### src/rtl/uart_tx_stream.sv
`default_nettype none
// ============================================================================
// Module      : uart_tx_stream
// Description : 8N1 UART transmitter fed by a byte FIFO. Bytes pushed with a
//               valid/ready handshake are queued and then shifted out LSB
//               first, with a start bit (0) and a stop bit (1). Each bit lasts
//               DIVISOR = CLK_FREQ_HZ / BAUD_RATE clocks. Queued bytes go out
//               back to back with no idle time between frames.
// Revision    : 1.0 - initial release
// ----------------------------------------------------------------------------
// Parameters
//   CLK_FREQ_HZ : input clock frequency in Hz
//   BAUD_RATE   : serial line rate in bit/s
//   FIFO_DEPTH  : number of FIFO entries (power of two, >= 2)
// Ports
//   clock      in   system clock, rising edge
//   resetb     in   asynchronous active-low reset
//   tx_valid   in   a byte is offered on tx_data
//   tx_data    in   byte to transmit
//   tx_ready   out  FIFO can accept a byte (FIFO not full)
//   tx         out  serial line, idle high, registered
//   busy       out  FSM not idle or FIFO non-empty
//   fifo_count out  bytes queued in the FIFO (the byte being shifted is not
//                   counted)
// ============================================================================
module uart_tx_stream #(
  parameter int CLK_FREQ_HZ = 100000000,
  parameter int BAUD_RATE   = 115200,
  parameter int FIFO_DEPTH  = 16
) (
  input  logic                          clock,
  input  logic                          resetb,
  input  logic                          tx_valid,
  input  logic [7:0]                    tx_data,
  output logic                          tx_ready,
  output logic                          tx,
  output logic                          busy,
  output logic [$clog2(FIFO_DEPTH):0]   fifo_count
);

  localparam int DIVISOR = CLK_FREQ_HZ / BAUD_RATE;
  // Counter width for 0..DIVISOR-1; guarded so a bad DIVISOR still elaborates
  // far enough to reach the parameter check below.
  localparam int DIV_W   = (DIVISOR < 2) ? 1 : $clog2(DIVISOR);
  localparam int AW      = (FIFO_DEPTH < 2) ? 1 : $clog2(FIFO_DEPTH);
  localparam int CW      = AW + 1;

  // --------------------------------------------------------------------------
  // Elaboration-time parameter checks
  // --------------------------------------------------------------------------
  generate
    if (DIVISOR < 2) begin : g_bad_divisor
      $error("uart_tx_stream: CLK_FREQ_HZ / BAUD_RATE must be at least 2");
    end
    if ((FIFO_DEPTH < 2) || ((FIFO_DEPTH & (FIFO_DEPTH - 1)) != 0)) begin : g_bad_depth
      $error("uart_tx_stream: FIFO_DEPTH must be a power of two and at least 2");
    end
  endgenerate

  typedef enum logic [1:0] {
    S_IDLE  = 2'd0,
    S_START = 2'd1,
    S_DATA  = 2'd2,
    S_STOP  = 2'd3
  } state_t;

  // --------------------------------------------------------------------------
  // State
  // --------------------------------------------------------------------------
  state_t            r_state;
  logic [DIV_W-1:0]  r_div;
  logic [2:0]        r_bit;
  logic [7:0]        r_shift;
  logic              r_tx;

  logic [7:0]        r_mem [FIFO_DEPTH];
  logic [AW-1:0]     r_wr_ptr;
  logic [AW-1:0]     r_rd_ptr;
  logic [CW-1:0]     r_count;

  // --------------------------------------------------------------------------
  // Combinational control
  // --------------------------------------------------------------------------
  logic              w_tc;
  logic              w_fifo_empty;
  logic              w_fifo_full;
  logic              w_push;
  logic              w_pop;
  logic [7:0]        w_head;

  assign w_tc         = (r_div == DIV_W'(DIVISOR - 1));
  assign w_fifo_empty = (r_count == '0);
  assign w_fifo_full  = (r_count == CW'(FIFO_DEPTH));
  assign w_push       = tx_valid && !w_fifo_full;
  // The shifter takes a new byte either straight from IDLE or at the end of
  // a stop bit, which is what makes consecutive frames gapless.
  assign w_pop        = !w_fifo_empty &&
                        ((r_state == S_IDLE) || ((r_state == S_STOP) && w_tc));
  assign w_head       = r_mem[r_rd_ptr];

  // --------------------------------------------------------------------------
  // FIFO storage (no reset needed; pointers and count define validity)
  // --------------------------------------------------------------------------
  always_ff @(posedge clock) begin
    if (w_push) begin
      r_mem[r_wr_ptr] <= tx_data;
    end
  end

  // Pointers wrap naturally because FIFO_DEPTH is a power of two.
  always_ff @(posedge clock or negedge resetb) begin
    if (!resetb) begin
      r_wr_ptr <= '0;
      r_rd_ptr <= '0;
      r_count  <= '0;
    end else begin
      if (w_push) begin
        r_wr_ptr <= r_wr_ptr + 1'b1;
      end
      if (w_pop) begin
        r_rd_ptr <= r_rd_ptr + 1'b1;
      end
      if (w_push && !w_pop) begin
        r_count <= r_count + 1'b1;
      end else if (w_pop && !w_push) begin
        r_count <= r_count - 1'b1;
      end
    end
  end

  // --------------------------------------------------------------------------
  // Transmit FSM
  // --------------------------------------------------------------------------
  always_ff @(posedge clock or negedge resetb) begin
    if (!resetb) begin
      r_state <= S_IDLE;
      r_div   <= '0;
      r_bit   <= '0;
      r_shift <= '0;
      r_tx    <= 1'b1;
    end else begin
      case (r_state)
        S_IDLE: begin
          r_tx  <= 1'b1;
          r_div <= '0;
          if (w_pop) begin
            r_shift <= w_head;
            r_bit   <= '0;
            r_tx    <= 1'b0;
            r_state <= S_START;
          end
        end

        S_START: begin
          if (w_tc) begin
            r_div   <= '0;
            r_tx    <= r_shift[0];
            r_state <= S_DATA;
          end else begin
            r_div <= r_div + 1'b1;
          end
        end

        S_DATA: begin
          if (w_tc) begin
            r_div <= '0;
            if (r_bit == 3'd7) begin
              r_tx    <= 1'b1;
              r_state <= S_STOP;
            end else begin
              // r_shift[1] becomes the new LSB after the shift.
              r_bit   <= r_bit + 3'd1;
              r_shift <= {1'b0, r_shift[7:1]};
              r_tx    <= r_shift[1];
            end
          end else begin
            r_div <= r_div + 1'b1;
          end
        end

        S_STOP: begin
          if (w_tc) begin
            r_div <= '0;
            if (w_pop) begin
              r_shift <= w_head;
              r_bit   <= '0;
              r_tx    <= 1'b0;
              r_state <= S_START;
            end else begin
              r_tx    <= 1'b1;
              r_state <= S_IDLE;
            end
          end else begin
            r_div <= r_div + 1'b1;
          end
        end

        default: begin
          r_tx    <= 1'b1;
          r_div   <= '0;
          r_state <= S_IDLE;
        end
      endcase
    end
  end

  // --------------------------------------------------------------------------
  // Outputs
  // --------------------------------------------------------------------------
  assign tx         = r_tx;
  assign tx_ready   = !w_fifo_full;
  assign busy       = (r_state != S_IDLE) || !w_fifo_empty;
  assign fifo_count = r_count;

endmodule
`default_nettype wire

### config.mk
export PLATFORM = sky130hd
export DESIGN_NAME = uart_tx_stream
export DESIGN_NICKNAME = d
export VERILOG_FILES = /design/src/rtl/uart_tx_stream.sv
export SDC_FILE = /design/constraint.sdc
export NUM_CORES = 1
export LEC_CHECK = 0
export BUFFER_PORTS_ARGS = -buffer_cell sky130_fd_sc_hd__buf_2
export CORE_MARGIN = 4
export CORE_UTILIZATION = 55
export DETAILED_ROUTE_END_ITERATION = 6
export GPL_TIMING_DRIVEN = 1
export PLACE_DENSITY = 0.73
export SKIP_LAST_GASP = 1
export SYNTH_ARGS = -nofsm -noshare
export SYNTH_HDL_FRONTEND = slang
export SYNTH_SLANG_ARGS = --single-unit
### constraint.sdc
create_clock -name clock -period 3.78 [get_ports clock]
set_clock_uncertainty 0.05 [all_clocks]
set_input_delay 1.134 -clock clock [delete_from_list [all_inputs] [get_ports clock]]
set_output_delay 1.134 -clock clock [all_outputs]
set_load 0.05 [all_outputs]
### Word level (Yosys, flattened, before mapping)

Memories as Yosys holds them, arrays and structs flattened.
Index checks and enable logic that the tools add are counted.

* add/sub/neg operators: 6
* equality and inequality tests: 12
* muxes and demuxes: 29
* reductions and logical operators: 20

Operators with widths (count)
* $mux W8: 4
* $pmux W8 S3: 1
* $pmux W10 S2: 1
* $mux W3: 4
* $ne A2 B2 Y1 const B: 6
* $add A10 B1 Y10 const B: 1
* $eq A10 B10 Y1 const B: 1
* $mux W10: 1
* $mux W2: 5
* $mux W5: 2
* $pmux W3 S3: 1
* $add A4 B1 Y4 const B: 2
* $mux W1: 8
* $pmux W2 S4: 1
* $add A5 B1 Y5 const B: 1
* $eq A5 B5 Y1 const B: 1
* $logic_and A1 B1 Y1: 5
* $logic_not A5 Y1: 1
* $reduce_and A5 Y1: 1
* $sub A5 B1 Y5 const B: 1
* $eq A2 B2 Y1 const B: 2
* $logic_not A1 Y1: 4
* $pmux W1 S4: 1
* $reduce_and A4 Y1: 1
* other kinds (9): 11

* bits in registers: 37
* memory bits (writable): 128
* output and inout bits: 8
* logic and storage cells: 76
* memories kept: 1

Memory list
* r_mem: words 16, bits a word 8, rd ports 1, clocked after memory_dff 0, wr ports 1, line 76 `logic [7:0] r_mem [FIFO_DEPTH];`

### Longest topological paths before layout

* depth after elaboration: 7
* gate-level depth with buffers: 13

### Worst setup path after synthesis

Ideal clock, no wire load.

* path kind: register to register
* from: register r_count[0], in the netlist fifo_count[0]
* to: register r_count[4], in the netlist fifo_count[4]
* arrival time: 3.170 ns
* slack: 0.437 ns
* stages on the path, launching flop included: 13
* buffers on the path: 1
* clock period less this slack: 3.343 ns
* cells stage by stage: dfrtp_1 nor4_1 nand2_1 and2_1 buf_2 ha_1 inv_1 ha_1 a21o_1 a21oi_1 xnor2_1 nor2_1 xnor2_1

* cells in the longest elaborated chain, start to end: 6
* elaborated cells on any way between the ends: 15

RTL lines
* start, declared: line 79 `logic [CW-1:0] r_count;`
* start signal, assigned: line 124 `r_count <= r_count + 1'b1;`
* start signal, assigned: line 126 `r_count <= r_count - 1'b1;`
* $eq A5 B5 Y1 (*): line 93 `assign w_fifo_full = (r_count == CW'(FIFO_DEPTH));`
* $logic_not A1 Y1 (*)
* named net tx_ready: line 35 `output logic tx_ready,`
* $logic_and A1 B1 Y1 (*): line 94 `assign w_push = tx_valid && !w_fifo_full;`
* named net w_push: line 87 `logic w_push;`
* $logic_not A1 Y1: line 125 `end else if (w_pop && !w_push) begin`
* $logic_and A1 B1 Y1: line 125
* $reduce_bool A2 Y1 (no line)

The timed path passes the listed nets; every way through them passes the cells marked *. The select of a mux whose other input is x is not followed.
A chain may end at the register's enable or synchronous reset.

### Worst setup path after layout

* from: register r_count[0], in the netlist fifo_count[0]
* to: register r_count[4], in the netlist fifo_count[4]

* cells in the longest elaborated chain, start to end: 6
* elaborated cells on any way between the ends: 15

RTL lines
* branches (longest 6 deep; another with $sub A5 B1 Y5)

Parallel ways; which one is timed is not known. The select of a mux whose other input is x is not followed.

==> results.json <==
{
  "status": "finished clean",
  "postCtsHoldBufs": 0,
  "grt_pass1_wl_mm": 21.3,
  "seqPwrFrac_pct": 49.3,
  "grt_use_total_pct": 20.3,
  "cp-start-kind": "register",
  "peakVddDrop_uv": 418,
  "crit_arrival_ps": 3230,
  "place_congestion": 0.796,
  "wl_mm": 13.3,
  "netlist_area_mm2": 0.00693,
  "drtPass1Iterations": 5,
  "grt_max_degree": 38,
  "post-place-ws_ps": 647,
  "hp-start": "r_bit[0]$_DFFE_PN0P_",
  "hold_class": "register to register",
  "hpwl_mm": 8.45,
  "postSynth.asyncResetShare_pct": 22.4,
  "p_comb_share_pct": 13.8,
  "worstSetupPathType": "register to register",
  "clkSlewWorstSetupHoldPaths_ps": 60,
  "cts_htree_levels": 4,
  "drt_iter0_markers": 397,
  "critPathCaptureType": "register",
  "finalNetCount": 475,
  "min_period_ps": 2980,
  "grt_antenna_before_repair": 0,
  "period_share_pct": 78.7,
  "numPortBuffers": 18,
  "drive_gt1_share_pct": 21.8,
  "fmax_mhz": 336,
  "syn_to_final_growth_pct": 12.5,
  "fin_area_mm2": 0.00779,
  "cts_root_buf": "clkbuf_16",
  "p_clk_share_pct": 36.9,
  "die_w_um": 120,
  "worstSkewPairLatency_ps": 430,
  "rsz0062_at_grt": "no",
  "coreArea_mm2": 0.0122,
  "drtAntennaViolNets": 0,
  "synthesis.nets": 446,
  "vias_per_cell": 5.89,
  "io_pins": 19,
  "cts_resized": 0,
  "cts_buffers": 17,
  "initial_utilization_pct": 57.0,
  "worstMarginPinSlew_ps": 817,
  "synthCells": 417,
  "power_density_mw_per_mm2": 590,
  "antenna_cells": 0,
  "cts_sinks": 165,
  "synth_edf_count": 128,
  "dpl_cell_area_mm2": 0.00721,
  "overflow": 0,
  "p_leak_nw": 2.79,
  "synth.ff_latch_count": 165,
  "hold_violations": 0,
  "synthFlopType": "edfxtp_1",
  "worst_hold_path.endpoint": "r_bit[0]$_DFFE_PN0P_",
  "wire_per_inst_um": 21.2,
  "p_sw_mw": 1.24,
  "finalSetupViolCount": 0,
  "r2r-end": "fifo_count[4]$_DFFE_PN0P_",
  "grt_pass1_vias": 3731,
  "chipHeight_um": 120,
  "die_area_mm2": 0.0145,
  "postCtsSetupBuffers": 0,
  "layout_commonest_cell": "edfxtp_1",
  "ys_seq_area_share_pct": 68.9,
  "reg2reg_depth": 11,
  "worst_slack_ps": 804,
  "cts_buffer_depth": 2,
  "intPower_mw": 3.35,
  "hold_path_depth": 1,
  "rrSetupSlack_ps": 800,
  "fin_tns_setup_ps": 0,
  "sw_frac_of_total_pct": 27.0,
  "cts_tree": "built",
  "vias": 3691,
  "yosys_warnings": 0,
  "slew_violations": 0,
  "drcViolationCount": 0,
  "layout_common_cells": "edfxtp_1 (128), nor2_1 (35), dfrtp_1 (35), mux4_2 (29), a21oi_1 (21)",
  "cp_max_fo": 9,
  "fin_util_pct": 64.1,
  "drv_cap": 0,
  "required_ps": 4040,
  "row_count": 40,
  "slew_headroom_pct": 45.5,
  "reg2reg_from": "fifo_count[0]$_DFFE_PN0P_",
  "synthDistinctLibCells": 50,
  "syn_avg_cell_area_um2": 16.6
}
per-layer routing:
metal	wire length, µm	part of all wire [%]	global-route usage, %
met4	232	1.7	8.07
met5	0	0	0
met1	5530	42	27.0
met2	6780	51	32.2
met3	745	5.6	5.33
power by group through the flow:
stage	sequential, mW	combinational, mW	clock, mW
final	2.27	0.635	1.69
after global routing	2.29	0.691	1.80
after CTS	2.27	0.641	1.73
after detailed placement	2.30	0.637	0
after global placement	2.29	0.618	0
after floorplan	2.35	0.370	0
critical path, cell delays in order, from the launching register on:
cell,delay [ps]
dfrtp_1,450
nor4_1,490
nand2_1,170
and2_1,310
ha_1,270
inv_1,150
ha_1,290
a21o_1,190
a21oi_1,160
xnor2_1,130
nor2_1,60
xnor2_1,120
how the worst max path moves through the flow:
stage,startpoint,to,slack [ps]
floorplan,fifo_count[0]$_DFFE_PN0P_,fifo_count[4]$_DFFE_PN0P_,440
global placement,tx_valid,fifo_count[4]$_DFFE_PN0P_,690
detailed placement,tx_valid,fifo_count[4]$_DFFE_PN0P_,650
CTS,fifo_count[0]$_DFFE_PN0P_,tx_ready,760
global route,fifo_count[0]$_DFFE_PN0P_,fifo_count[4]$_DFFE_PN0P_,550
finish,fifo_count[0]$_DFFE_PN0P_,fifo_count[4]$_DFFE_PN0P_,800
state kept, by name (all words and copies together) (netlist names):
signal and flops:
r_state 2, fifo_count 5, r_shift 8, r_mem 128, r_rd_ptr 4, r_wr_ptr 4, tx 1, r_div 10
r_bit 3
cell usage after synthesis, types with 2 or more instances:
cell type  number  share of area, %
a22oi_1        14               1.5
buf_2           8              0.58
nor4_1          2              0.18
ha_1           17               3.1
a21oi_2         2              0.25
mux2_2          3              0.49
clkbuf_1        4              0.22
xor2_1          6              0.76
xnor2_1        13               1.6
edfxtp_1      128                55
dfrtp_1        36                13
nand2b_1        2              0.18
o21ai_1         2              0.14
buf_1           3              0.16
a21oi_1        21               1.5
o22ai_1         2              0.18
or3_1           2              0.18
and2_1          3              0.27
nand2_1        19               1.0
nor2_1         35               1.9
nor2b_1         3              0.27
nor3_1          6              0.43
o211ai_2        2              0.36
buf_6           2              0.33
o21ai_0         7              0.51
mux4_2         29               9.4
mux4_1          3               1.1
a21o_1          2              0.22
inv_1          10              0.54
nand3_1         7              0.51
and3_1          2              0.18
nand4_1         3              0.27
mux2i_1         2              0.29
cell families (layout without fill, tap and decap cells):
family	Yosys count	after routing	share of synthesized area (%)
buf+inv	29	71	2.15
flops	165	165	68.9
xor+xnor	19	19	2.40
mux	37	37	11.3
compound gates	57	57	5.38
fa+ha+maj	18	18	3.36
simple gates	92	92	6.52
layout make-up:
cell class,count,area (µm²)
Clock inverter,13,146
Tap cell,168,210
Inverter,10,37.5
Timing Repair Buffer,29,185
Fill cell,870,4370
Clock buffer,19,433
Sequential cell,165,4770
Multi-Input combinational cell,223,2010
through the flow:
step | std cells | power (mW) | hold slack, ps
global placement | 595 | 2.91 | 419
CTS | 627 | 4.63 | 434
floorplan | 417 | 2.72 | 405
global route | 627 | 4.78 | 458
finish | 627 | 4.60 | 433
detailed placement | 595 | 2.94 | 431
Note: power is estimated with default switching activity, not from simulation.
